File: src/rtl/mips_bus_mem_unit.sv
// Load/store bus interface unit: turns one CPU byte/half/word request into a
// single Avalon-MM read or write and returns exactly one response per request.
// Misaligned or reserved-size requests and bus timeouts come back as errors so
// the CPU is never left waiting.
//
// state | meaning
// IDLE  | req_ready=1, waiting for a request
// BUS   | Avalon strobe asserted, waiting for waitrequest=0 or timeout
// RESP  | one-cycle resp_valid pulse, then back to IDLE
module mips_bus_mem_unit #(
  parameter int TIMEOUT = 256
) (
  input  logic        clk,
  input  logic        reset,
  input  logic        req_valid,
  output logic        req_ready,
  input  logic        req_write,
  input  logic [1:0]  req_size,
  input  logic        req_signed,
  input  logic [31:0] req_addr,
  input  logic [31:0] req_wdata,
  output logic        resp_valid,
  output logic [31:0] resp_rdata,
  output logic        resp_error,
  output logic [31:0] address,
  output logic        read,
  output logic        write,
  input  logic        waitrequest,
  output logic [31:0] writedata,
  output logic [3:0]  byteenable,
  input  logic [31:0] readdata
);

  localparam int CW = $clog2(TIMEOUT);

  typedef enum logic [1:0] {S_IDLE, S_BUS, S_RESP} state_t;

  state_t        state;
  logic [CW-1:0] counter;
  logic [1:0]    off_q;
  logic [1:0]    size_q;
  logic          signed_q;
  logic          write_q;

  logic          req_bad;
  logic [3:0]    be_calc;
  logic [31:0]   wd_calc;
  logic [31:0]   shifted;
  logic [31:0]   load_ext;

  // Classify the incoming request and build its lane enables and replicated store data
  always_comb begin
    req_bad = (req_size == 2'b11)
            | ((req_size == 2'b01) & req_addr[0])
            | ((req_size == 2'b10) & (|req_addr[1:0]));
    be_calc = 4'b1111;
    wd_calc = req_wdata;
    case (req_size)
      2'b00: begin
        be_calc = 4'b0001 << req_addr[1:0];
        wd_calc = {4{req_wdata[7:0]}};
      end
      2'b01: begin
        be_calc = 4'b0011 << req_addr[1:0];
        wd_calc = {2{req_wdata[15:0]}};
      end
      default: begin
        be_calc = 4'b1111;
        wd_calc = req_wdata;
      end
    endcase
  end

  // Pick the addressed lane(s) out of readdata and extend to 32 bits
  always_comb begin
    shifted  = readdata >> {off_q, 3'b000};
    load_ext = readdata;
    case (size_q)
      2'b00:   load_ext = signed_q ? {{24{shifted[7]}}, shifted[7:0]} : {24'b0, shifted[7:0]};
      2'b01:   load_ext = signed_q ? {{16{shifted[15]}}, shifted[15:0]} : {16'b0, shifted[15:0]};
      default: load_ext = readdata;
    endcase
  end

  // Request/bus/response sequencer; every output is a register written here
  always_ff @(posedge clk) begin
    if (!reset) begin
      state      <= S_IDLE;
      counter    <= '0;
      req_ready  <= 1'b0;
      resp_valid <= 1'b0;
      resp_error <= 1'b0;
      resp_rdata <= '0;
      address    <= '0;
      read       <= 1'b0;
      write      <= 1'b0;
      writedata  <= '0;
      byteenable <= '0;
      off_q      <= '0;
      size_q     <= '0;
      signed_q   <= 1'b0;
      write_q    <= 1'b0;
    end else begin
      case (state)
        S_IDLE: begin
          req_ready <= 1'b1;
          if (req_valid && req_ready) begin
            req_ready <= 1'b0;
            off_q     <= req_addr[1:0];
            size_q    <= req_size;
            signed_q  <= req_signed;
            write_q   <= req_write;
            if (req_bad) begin
              // rejected without ever touching the bus
              state      <= S_RESP;
              resp_valid <= 1'b1;
              resp_error <= 1'b1;
              resp_rdata <= '0;
            end else begin
              state      <= S_BUS;
              counter    <= '0;
              read       <= ~req_write;
              write      <= req_write;
              address    <= {req_addr[31:2], 2'b00};
              byteenable <= be_calc;
              writedata  <= wd_calc;
            end
          end
        end
        S_BUS: begin
          if (!waitrequest) begin
            read       <= 1'b0;
            write      <= 1'b0;
            state      <= S_RESP;
            resp_valid <= 1'b1;
            resp_error <= 1'b0;
            resp_rdata <= write_q ? 32'b0 : load_ext;
          end else if (counter == CW'(TIMEOUT - 1)) begin
            read       <= 1'b0;
            write      <= 1'b0;
            state      <= S_RESP;
            resp_valid <= 1'b1;
            resp_error <= 1'b1;
            resp_rdata <= '0;
          end else begin
            counter <= counter + CW'(1);
          end
        end
        S_RESP: begin
          state      <= S_IDLE;
          resp_valid <= 1'b0;
          resp_error <= 1'b0;
          resp_rdata <= '0;
          req_ready  <= 1'b1;
        end
        default: begin
          state     <= S_IDLE;
          read      <= 1'b0;
          write     <= 1'b0;
          req_ready <= 1'b0;
        end
      endcase
    end
  end

endmodule

File: config.mk
export PLATFORM = sky130hd
export DESIGN_NAME = mips_bus_mem_unit
export DESIGN_NICKNAME = d
export VERILOG_FILES = /design/src/rtl/mips_bus_mem_unit.sv
export SDC_FILE = /design/constraint.sdc
export NUM_CORES = 1
export LEC_CHECK = 0
export CAP_MARGIN = 20
export CORE_ASPECT_RATIO = 1.25
export CORE_UTILIZATION = 30
export DETAILED_ROUTE_END_ITERATION = 10
export PLACE_DENSITY_LB_ADDON = 0.05
export SLEW_MARGIN = 20
export SYNTH_ARGS = -nofsm -noshare
export SYNTH_HDL_FRONTEND = slang
export SYNTH_SLANG_ARGS = --single-unit
File: constraint.sdc
create_clock -name clk -period 1.65 [get_ports clk]
set_input_delay 0.165 -clock clk [delete_from_list [all_inputs] [get_ports clk]]
set_output_delay 0.165 -clock clk [all_outputs]
set_load 0.005 [all_outputs]
### Word level (Yosys, flattened, before mapping)

Index checks and enable logic that the tools add are counted.

| storage, ports and cells | value |
|---|---|
| register bits after elaboration | 119 |

| operators by class | value |
|---|---|
| $add $sub $neg | 1 |
| equal/unequal tests | 13 |
| shift operators | 3 |
| muxes and demuxes | 38 |
| bitwise operators | 7 |
| reductions and logical operators | 13 |

Operators by type and width:

| kind | count |
|---|---|
| $mux W32 | 7 |
| $pmux W32 S2 | 2 |
| $pmux W32 S3 | 1 |
| $mux W8 | 4 |
| $shr A32 B5 Y16 | 1 |
| $pmux W8 S2 | 1 |
| $pmux W1 S3 | 5 |
| $mux W1 | 12 |
| $ne A2 B2 Y1 const B | 5 |
| $add A8 B1 Y8 const B | 1 |
| $eq A8 B8 Y1 const B | 1 |
| $mux W2 | 4 |
| $pmux W4 S2 | 1 |
| $reduce_and A4 Y1 | 2 |
| $eq A2 B1 Y1 const B | 3 |
| $eq A2 B2 Y1 const B | 3 |
| $logic_not A2 Y1 | 3 |
| $reduce_and A5 Y1 | 1 |
| $pmux W2 S2 | 1 |
| $reduce_and A2 Y1 | 2 |
| $shl A1 B2 Y4 const A | 1 |
| $shl A2 B2 Y4 const A | 1 |
| $ne A3 B3 Y1 const B | 1 |
| $not A1 Y1 | 3 |
| other kinds (7) | 9 |

### Depth between registers and ports, before layout

Gate-level depths: netlist (run 1).

| logic depth | value |
|---|---|
| word-level depth | 7 |
| gate-level depth with buffers | 8 |
| gate-level depth less buffers | 5 |

### Worst setup path after synthesis (run 1)

Ideal clock, no wire load.

| timing path | value |
|---|---|
| path type | register -> register |
| start | register counter[0] |
| end | register resp_rdata[28] |
| data arrival time | 1.627 ns |
| path slack | -0.099 ns |
| cell stages (with the launch flop) | 7 |
| clock period less this slack | 1.749 ns |
| path through | dfxtp_1 > ha_1 > nand3_1 > o21ai_4 > a41oi_4 > buf_6 > a221o_1 |

| on the way | value |
|---|---|
| longest elaborated chain between the ends | 3 |

RTL lines:

| item | line | text |
|---|---|---|
| from (decl) | 39 | `logic [CW-1:0] counter;` |
| from (signal assigned) | 146 | `counter <= counter + CW'(1);` |
| $eq A8 B8 Y1 | 138 | `end else if (counter == CW'(TIMEOUT - 1)) begin` |
| $ne A3 B3 Y1 (no line) | -- |  |
| $reduce_and A4 Y1 (no line) | -- |  |
| to (signal assigned) | 137 | `resp_rdata <= write_q ? 32'b0 : load_ext;` |
| to (decl) | 23 | `output logic [31:0] resp_rdata,` |

Every way passes these cells.
A chain may end at the register's enable or synchronous reset.

### Worst setup path after layout (run 1)

| timing path | value |
|---|---|
| start | register off_q[1] |
| end | register resp_rdata[9] |

| on the way | value |
|---|---|
| longest elaborated chain between the ends | 6 |
| elaborated cells on any way between the ends | 7 |
| those cells by class | shift (1); mux (6) |

RTL lines:

| item | line | text |
|---|---|---|
| from (decl) | 40 | `logic [1:0] off_q;` |
| from (signal assigned) | 109 | `off_q <= req_addr[1:0];` |
| $shr A32 B5 Y16 * | 76 | `shifted = readdata >> {off_q, 3'b000};` |
| $mux W32 (on tied branches) | 80, 79 |  |
| $pmux W32 S2 * | 78 | `case (size_q)` |
| $mux W32 * | 137 |  |
| $mux W32 * | 131 | `if (!waitrequest) begin` |
| $pmux W32 S3 * | 104 | `case (state)` |

Every way passes the cells marked *; elsewhere a longest branch is shown, timed or not.

==> flow_summary.ini, run 1 <==
[synthesis]
yosys_warnings = 0
synth_flop_cell = dfxtp_1
synth.avg_cell_area_um2 = 8.59
async_flop_share_pct = 0
yosys.area.top_type = dfxtp_1
synth_top_area_share_pct = 44.9
synth_common_cells = nand2_1 (137), dfxtp_1 (119), a21oi_1 (59), mux2i_1 (35), nor2_1 (28)
synth.most_common_cell = nand2_1
ys_types = 49
synth-seq-cells = 119
syn-instance-count = 617
synth_area_leaders = dfxtp_1 (45%), nand2_1 (9.7%), mux2i_1 (6.6%)
synth_edf_count = 0
seq_area_frac_synth_pct = 44.9
netlist_area_um2 = 5300

[job]
drv_cap = 0

[global_route]
overflow = 0
grt_pass1_wl_um = 26900
antenna_found_initial = 0
gr-usage-all-layers_pct = 19.1
grt_max_degree = 38
grt_pass1_vias = 5287

[floorplanning]
die_w_um = 121
rows = 54
ios = 209
die_area_um2 = 18200
dieHeight_um = 151
initial_core_util_pct = 30.5
coreArea_um2 = 17400

[critical_path]
slowest_delay_ps = 550
startpoint_type = register
crit_path_cell_trace = mux4_2 > a211oi_4 > nor2b_4 > a32o_1
required_ps = 1950
cp-end-kind = register
criticalPathCategory = reg -> reg
cpMaxStageDelayCell = mux4_2
arrival_ps = 1910
critPathMaxFanout = 8

[clock_network]
cts-root-buf = clkbuf_16
tritoncts = built
cts.sinks = 119
numCtsBuffers = 17
max-clock-path-buffers = 2
path_clk_slew_ps = 50
hold_buffers = 0
htreeDepth = 4
postCtsSetupBuffers = 0
clk_latency_ps = 420

[finish]
area_growth_pct = 65.0
final_cells = 1097
antenna_cells = 0
layout.nets = 965
drive_gt1_share_pct = 14.5
fin_util_pct = 50.4

[placed_design]
numPortBuffers = 206
place_hpwl_um = 12900
dp_slack_ps = -370
dp_cells = 1065
place.gp.congestion = 0.841

[timing]
whs_ps = 295
fin_ws_ps = 35.7
hold_viol = 0
setup_viol_count_final = 0
setup_tns_ps = 0
drv_slew = 0
rsz0062_at_grt = true
skew_ps = 15.9
min_period_over_period_pct = 97.8
fin_crit_ps = 1610
maxClockFrequency_mhz = 619

[routing]
num_vias = 5381
wirelength_um = 17400
first_pass_iters = 4
vias_per_cell = 4.91
drc_errors = 0
first_iter_violations = 194
antenna_left = 0
wl_per_cell_um = 15.8

[min_path]
hp-class = in -> reg

[outcome]
status = finished, final reports clean

[power_and_ir_drop]
p_leak_nw = 3.17
powerDensity_nw_per_um2 = 924
ir_worst_vdd_mv = 0.543
-- layout make-up --
type	instances	area (µm²)
clock buffer	23	468
clock inverter	9	148
fill	1628	8620
inverter	16	60.1
multi-input combinational	431	2700
sequential	119	2390
tap	224	280
timing repair buffer	275	2700
-- power breakdown --
group | switching [mW] | internal (mW) | total [mW]
Combinational | 0.508 | 0.654 | 1.16
Clock | 1.29 | 2.60 | 3.89
Sequential | 0.0627 | 2.97 | 3.03
Total | 1.86 | 6.22 | 8.08
-- worst max-delay path: cells and delay by family (launching register included) --
kind / cells / cell delay [ps]
AO/OA/AOI/OAI: 2 / 490
multiplexers: 1 / 550
flip-flops: 1 / 350
AND/OR/NAND/NOR: 1 / 110
-- flip-flops by register name (all words and copies together) (netlist names), 2 cells and up --
name,cells
address,30
byteenable,4
counter,8
off_q,2
resp_rdata,32
size_q,2
state,2
writedata,32
-- stage by stage --
| step | power (mW) | cell area (µm²) |
|---|---|---|
| after floorplan | 3.54 | 5330 |
| after global routing | 8.43 | 8750 |
| after detailed placement | 4.25 | 8070 |
| after CTS | 8.20 | 8710 |
| final | 8.08 | 8750 |
| after global placement | 4.23 | 8070 |
-- kinds of logic (layout without fill, tap and decap cells) --
kind of cell,after synthesis,count (layout),synth area share (%)
flip-flops,119,119,44.9
adder cells (fa/ha/maj),1,1,0.236
multiplexers,38,38,7.46
AO/OA/AOI/OAI,182,182,24.3
other,1,2,0.0707
buffers and inverters,68,323,6.02
AND/OR/NAND/NOR,208,208,17.0
-- what timing repair did --
action	4_1_cts	5_1_grt
pin swaps	0	3
resized for setup	7	12
setup endpoints to repair	27	44
cloned	0	0
-- layout by cell type, fill, tap and decap left out, types with 14 or more instances in the layout --
cell type | synthesis | layout
clkdlybuf4s50_1 | 0 | 206
dfxtp_1 | 119 | 113
a311oi_1 | 17 | 14
o211ai_1 | 20 | 20
nand2_1 | 137 | 137
nor2_1 | 28 | 28
a21oi_1 | 59 | 59
a221o_1 | 16 | 16
o21ai_0 | 19 | 19
mux2i_1 | 35 | 34
inv_1 | 14 | 14
clkbuf_16 | 0 | 17
buf_4 | 7 | 59
-- worst paths after layout --
path                              startpoint             to  slack (ps)  depth (start not counted)
worst max-delay path                off_q[1]  resp_rdata[9]          40                          4
worst min-delay path            req_addr[20]    address[20]         290                          3
worst max register to register      off_q[1]  resp_rdata[9]          40                          4
worst min register to register    address[8]     address[8]         450                          2
-- routing by layer --
metal	share of wire [%]	track usage, %	routed length, µm	vias to the layer above
met1	41	21.4	7150	2496
met5	0	0	0	-
li1	-	-	-	2698
met2	50	32.5	8690	165
met3	6.5	6.67	1130	22
met4	2.3	8.70	391	0
(Power assumes the default switching activity.)
==> run 2, diff against run 1 <==
Settings changed: ABC_AREA from default to 1, CELL_PAD_IN_SITES_DETAIL_PLACEMENT from default to 1, CELL_PAD_IN_SITES_GLOBAL_PLACEMENT from default to 2, CORE_UTILIZATION 30 to 21, HOLD_SLACK_MARGIN from default to 0.03.
==> flow_summary.ini, run 2 <==
[timing]
whs_ps = 131
fin_crit_ps = 1600
setup_tns_ps = 0
hold_viol = 0
fin_ws_ps = 54.9
relSlewSlack_pct = 57.9
drv_slew = 0
setup_viol_count_final = 0
tightestPinTransition_ps = 629
min_period_over_period_pct = 96.7
maxClockFrequency_mhz = 627
skew_ps = 10.9
rsz0062_at_grt = true

[synthesis]
synth_flop_cell = dfxtp_1
syn-instance-count = 778
yosys_warnings = 0
seq_area_frac_synth_pct = 43.7
synth_common_cells = nand2_1 (137), dfxtp_1 (119), nor2_1 (119), o21ai_0 (105), a21oi_1 (98)
synth_area_leaders = dfxtp_1 (44%), o21ai_0 (9.6%), nand2_1 (9.4%)
synth_top_area_share_pct = 43.7
yosys.area.top_type = dfxtp_1
synth.avg_cell_area_um2 = 7.00
synth-seq-cells = 119
synth_edf_count = 0
netlist_area_um2 = 5450
async_flop_share_pct = 0
synth.most_common_cell = nand2_1
ys_types = 30

[routing]
vias_per_cell = 4.49
wl_met1_um = 9120
wl_met3_um = 1600
antenna_left = 0
wl_per_cell_um = 16.7
first_pass_iters = 6
top_layer = met5
drc_errors = 0
first_iter_violations = 239
routed-wl-met2_um = 11600
wirelength_um = 22600
num_vias = 6067

[power_and_ir_drop]
p_seq_share_pct = 38.5
p_sw_mw = 2.36
powerDensity_nw_per_um2 = 921
ir_worst_vdd_mv = 0.643
p_leak_nw = 3.46
switching_share_pct = 29.2
power_mw = 8.07
power_frac_clock_pct = 43.4
combPwrFrac_pct = 18.2
intPower_mw = 5.71

[clock_network]
clk_latency_ps = 420
path_clk_slew_ps = 60
max-clock-path-buffers = 2
cts-root-buf = clkbuf_16
cts.sinks = 119
numCtsBuffers = 17
htreeDepth = 4
tritoncts = built

[finish]
drive_gt1_share_pct = 12.4
layout.nets = 1109
antenna_cells = 0
area_growth_pct = 60.9
num-fill-cells = 3098
mostFrequentLayoutCells = clkdlybuf4s50_1 (205), nand2_1 (123), nor2_1 (117)
final-seq-area_um2 = 2390
layout_commonest_cell = clkdlybuf4s50_1
reg_top3 = resp_rdata x32, writedata x32, address x30
multiInputGateArea_um2 = 2640

[global_route]
grt_pass1_vias = 6375
gr-usage-all-layers_pct = 16.7
antenna_found_initial = 1
grt_max_degree = 53
grt_pass1_wl_um = 34400
overflow = 0

[min_path]
min_to = write
holdPathStages = 3
min-delay-start = reset
hp-class = in -> reg

[placed_design]
dp_slack_ps = -275
place_hpwl_um = 16500
place.gp.congestion = 0.818
numPortBuffers = 206

[critical_path]
required_ps = 1930
ff2ff_setup_slack_ps = 50
arrival_ps = 1880
startpoint_type = register
cpMaxStageDelayCell = dfxtp_2
cp-startpoint = counter[0]
criticalPathCategory = reg -> reg
rr_worst_depth = 9
rr_startpoint = counter[0]
critPathMaxFanout = 17
cp-end-kind = register
crit_path_frequent_cell = nand2_2
crit_path_cell_trace = ha_4 > nand2_2 > nor2_2 > nand4_1 > nand2_2 > nand4_4 > clkbuf_16 > nand2_1 > a21oi_1
worstReg2RegEnd = resp_rdata[16]
slowest_delay_ps = 350

[floorplanning]
dieHeight_um = 182
die_w_um = 146
initial_core_util_pct = 21.5
ios = 209
rows = 65
die_area_um2 = 26600
coreArea_um2 = 25400

[job]
drv_cap = 0

[outcome]
status = finished, final reports clean
## run 2: changes by cell type after synthesis, moves of 16 or more
| cell | delta |
|---|---|
| inv_1 | +39 |
| a311oi_1 | -17 |
| a221o_1 | -16 |
| nand3_1 | +31 |
| nor2_1 | +91 |
| o211ai_1 | -19 |
| o21ai_0 | +86 |
| mux2i_1 | -35 |
| a21oi_1 | +39 |
## run 2: cell type report
class,count,area share [%]
Clock buffer,17,4.85
Clock inverter,15,1.38
Inverter,58,2.48
Multi-Input combinational cell,550,30.1
Sequential cell,119,27.2
Tap cell,335,4.78
Timing Repair Buffer,258,29.1
## run 2: worst max-delay path by stage
stage,end,slack [ps],cells past startpoint
floorplan,resp_rdata[19],230,9
global placement,writedata[5],-260,7
detailed placement,address[29],-280,7
CTS,resp_rdata[2],3,7
global route,resp_rdata[31],-40,9
finish,resp_rdata[16],50,9
## run 2: cells by family after synthesis
group	share of synthesized area (%)
AOI/OAI and AO/OA	22.1
xor gates and xnor gates	0.483
adders and majority gates	0.230
buffers and inverters	9.30
DFF	43.7
other	0.0689
and+or+nand+nor	24.1
## run 2: power by group through the flow
stage / Combinational [mW] / Sequential, mW / Clock [mW]
final: 1.47 / 3.11 / 3.50
after global routing: 1.61 / 3.12 / 3.76
after CTS: 1.42 / 3.10 / 3.61
after global placement: 1.40 / 3.16 / 0
after detailed placement: 1.41 / 3.16 / 0
after floorplan: 0.596 / 3.15 / 0
## run 2: through the flow
stage / std cells / utilization, % / area [µm²]
2_1_floorplan: 779 / - / 5450
3_3_place_gp: 1317 / 31.8 / 8070
3_5_place_dp: 1317 / 31.8 / 8070
4_1_cts: 1349 / 33.9 / 8610
5_1_grt: 1352 / 34.5 / 8760
6_report: 1352 / 34.5 / 8760
## run 2: critical path: cells and delay by family, from the launching register on
| kind | cells | cell delay [ps] |
|---|---|---|
| AOI/OAI and AO/OA | 1 | 60 |
| adders and majority gates | 1 | 140 |
| buffers and inverters | 1 | 250 |
| DFF | 1 | 350 |
| and+or+nand+nor | 6 | 650 |
## run 2: repair_timing
| item | CTS | global route |
|---|---|---|
| endpoints found under the setup margin | 1 | 80 |
| hold buffers | 0 | 0 |
| pin swaps | 0 | 2 |
| buffers inserted | 0 | 1 |
| gates cloned | 0 | 2 |
| resized for setup | 1 | 30 |
## run 2: metal layers
| metal | GRT usage, % | up-vias |
|---|---|---|
| li1 | - | 3006 |
| met3 | 5.95 | 19 |
| met2 | 30.5 | 156 |
| met5 | 0 | - |
| met4 | 4.71 | 2 |
| met1 | 17.9 | 2884 |
==> RTL change, RTL diff (flow settings as in run 1) <==
Put one more register stage on the output `resp_error`, without a reset. The value now appears one clock later. The other outputs are not delayed to match.
--- a/src/rtl/mips_bus_mem_unit.sv
+++ b/src/rtl/mips_bus_mem_unit.sv
@@ -34,6 +34,8 @@
   localparam int CW = $clog2(TIMEOUT);
 
   typedef enum logic [1:0] {S_IDLE, S_BUS, S_RESP} state_t;
+
+  logic resp_error_s0;
 
   state_t        state;
   logic [CW-1:0] counter;
@@ -89,7 +91,7 @@
       counter    <= '0;
       req_ready  <= 1'b0;
       resp_valid <= 1'b0;
-      resp_error <= 1'b0;
+      resp_error_s0 <= 1'b0;
       resp_rdata <= '0;
       address    <= '0;
       read       <= 1'b0;
@@ -114,7 +116,7 @@
               // rejected without ever touching the bus
               state      <= S_RESP;
               resp_valid <= 1'b1;
-              resp_error <= 1'b1;
+              resp_error_s0 <= 1'b1;
               resp_rdata <= '0;
             end else begin
               state      <= S_BUS;
@@ -133,14 +135,14 @@
             write      <= 1'b0;
             state      <= S_RESP;
             resp_valid <= 1'b1;
-            resp_error <= 1'b0;
+            resp_error_s0 <= 1'b0;
             resp_rdata <= write_q ? 32'b0 : load_ext;
           end else if (counter == CW'(TIMEOUT - 1)) begin
             read       <= 1'b0;
             write      <= 1'b0;
             state      <= S_RESP;
             resp_valid <= 1'b1;
-            resp_error <= 1'b1;
+            resp_error_s0 <= 1'b1;
             resp_rdata <= '0;
           end else begin
             counter <= counter + CW'(1);
@@ -149,7 +151,7 @@
         S_RESP: begin
           state      <= S_IDLE;
           resp_valid <= 1'b0;
-          resp_error <= 1'b0;
+          resp_error_s0 <= 1'b0;
           resp_rdata <= '0;
           req_ready  <= 1'b1;
         end
@@ -163,5 +165,9 @@
     end
   end
 
+  always_ff @(posedge clk) begin
+    resp_error <= resp_error_s0;
+  end
+
 endmodule
 
Function: changed (a bounded check fails within 4 cycles, from zero or initial values and one cycle with reset low).
==> RTL change against run 1 <==
The run now ends with setup timing left. Via count rose by 0.72%. Sequential cell count rose by 1. Area after synthesis fell by 0.35%. Utilization rose by 2.3 points. Final area rose by 2.7%. Largest power group unchanged. Fmax fell by 7.3%. Hold slack improved by 0.0061 ns. Wire length rose by 4.1%. Setup slack got worse by 0.13 ns. First-iteration DRC count rose by 34%. Total power rose by 3.4%. Die area fell by 0.35%.
==> RTL change: results (changes against run 1) <==
Worst hold path
  • Hold Path Origin: req_addr[9] (was req_addr[20])
  • Worst Hold Path EP: address[9] (was address[20])

Synthesis
  • Seq/Total Area, Yosys: 45.5% (was 44.9%)
  • Mapped Avg Cell Area: 8.49 um2 (was 8.59 um2)

Critical path
  • CP top delay family: compound AO/OA/AOI/OAI gates (was multiplexers)
  • RR Endpoint: resp_rdata[24] (was resp_rdata[9])
  • R2R cell count: 6 (was 4)
  • Critical path peak fanout: 26 (was 8)
  • Slowest cell on the critical path: a221o_2 (was mux4_2)

Timing
  • Final worst slack: -0.0908 ns (was 0.0357 ns)
  • # setup viols final: 34 (was 0)
  • Setup_tns: -1.61 ns (was 0 ns)
  • Fin Clk Skew: 0.00988 ns (was 0.0159 ns)

Placement
  • Placed insts: 1064 (was 1065)
  • Routability cong.: 0.791 (was 0.841)

Run status
  • Failing checks: setup timing
  • Status: finished with violations (was complete, no violations)

Power and ir drop
  • Max VDD drop: 0.000516 V (was 0.000543 V)
  • Leakage: 3.31 nW (was 3.17 nW)

Route
  • Routed length per placed instance: 16.4 um (was 15.8 um)
  • 1st-iter DRT viols: 260 (was 194)
  • Detailed-route via count: 5420 (was 5381)
  • Drt pass-1 iters: 5 (was 4)

Global route
  • First-pass GRT wire length: 27.6 mm (was 26.9 mm)

Finish
  • Fin nets: 977 (was 965)
==> RTL change: how the worst max path moves through the flow <==
stage | from | end | slack, ns | cells after the start
after global routing | counter[1] | resp_rdata[25] | -0.16 | 6
after global placement | req_valid | writedata[8] | -0.35 | 7
after detailed placement | readdata[31] | resp_rdata[17] | -0.39 | 6
final | counter[1] | resp_rdata[24] | -0.09 | 6
after CTS | counter[1] | resp_rdata[17] | -0.08 | 6
after floorplan | counter[1] | resp_rdata[27] | -0.16 | 7
==> RTL change: repair_timing <==
| item | in CTS | in global routing |
|---|---|---|
| endpoints found under the setup margin | 42 | 75 |
| hold buffers | 0 | 0 |
| cloned | 1 | 5 |
| gates resized for setup | 7 | 37 |
| pin swaps | 1 | 19 |
| buffers inserted | 0 | 3 |
==> RTL change: layout make-up <==
class | instances | area [um2]
multi-input cells | 442 | 2760
clock inverters | 11 | 194
fillers | 1606 | 8060
repair buffers | 278 | 2820
flip-flops and latches | 120 | 2410
clock buffers | 21 | 470
inverters | 13 | 48.8
well taps | 220 | 275
==> RTL change: power by group <==
part           switching, mW  internal [mW]
Combinational          0.515          0.649
Sequential            0.0525           2.99
Clock                   1.35           2.80
==> RTL change: routing by layer <==
layer / share of wire, % / up-vias / GRT usage [%]
met5: 0 / - / 0
met4: 0.86 / 0 / 7.16
met3: 8.0 / 15 / 6.89
met2: 50 / 164 / 33.7
met1: 41 / 2521 / 22.6
li1: - / 2720 / -
==> RTL change: cells by family (layout without fill, tap and decap cells) <==
kind of cell,after synthesis,count (layout),synth area share [%]
AOI/OAI and AO/OA,176,176,22.4
xor gates and xnor gates,6,6,0.995
adders and majority gates,1,1,0.237
buffers and inverters,61,323,5.33
DFF,120,120,45.5
muxes,37,37,7.51
other,1,2,0.0710
and+or+nand+nor,220,220,18.0
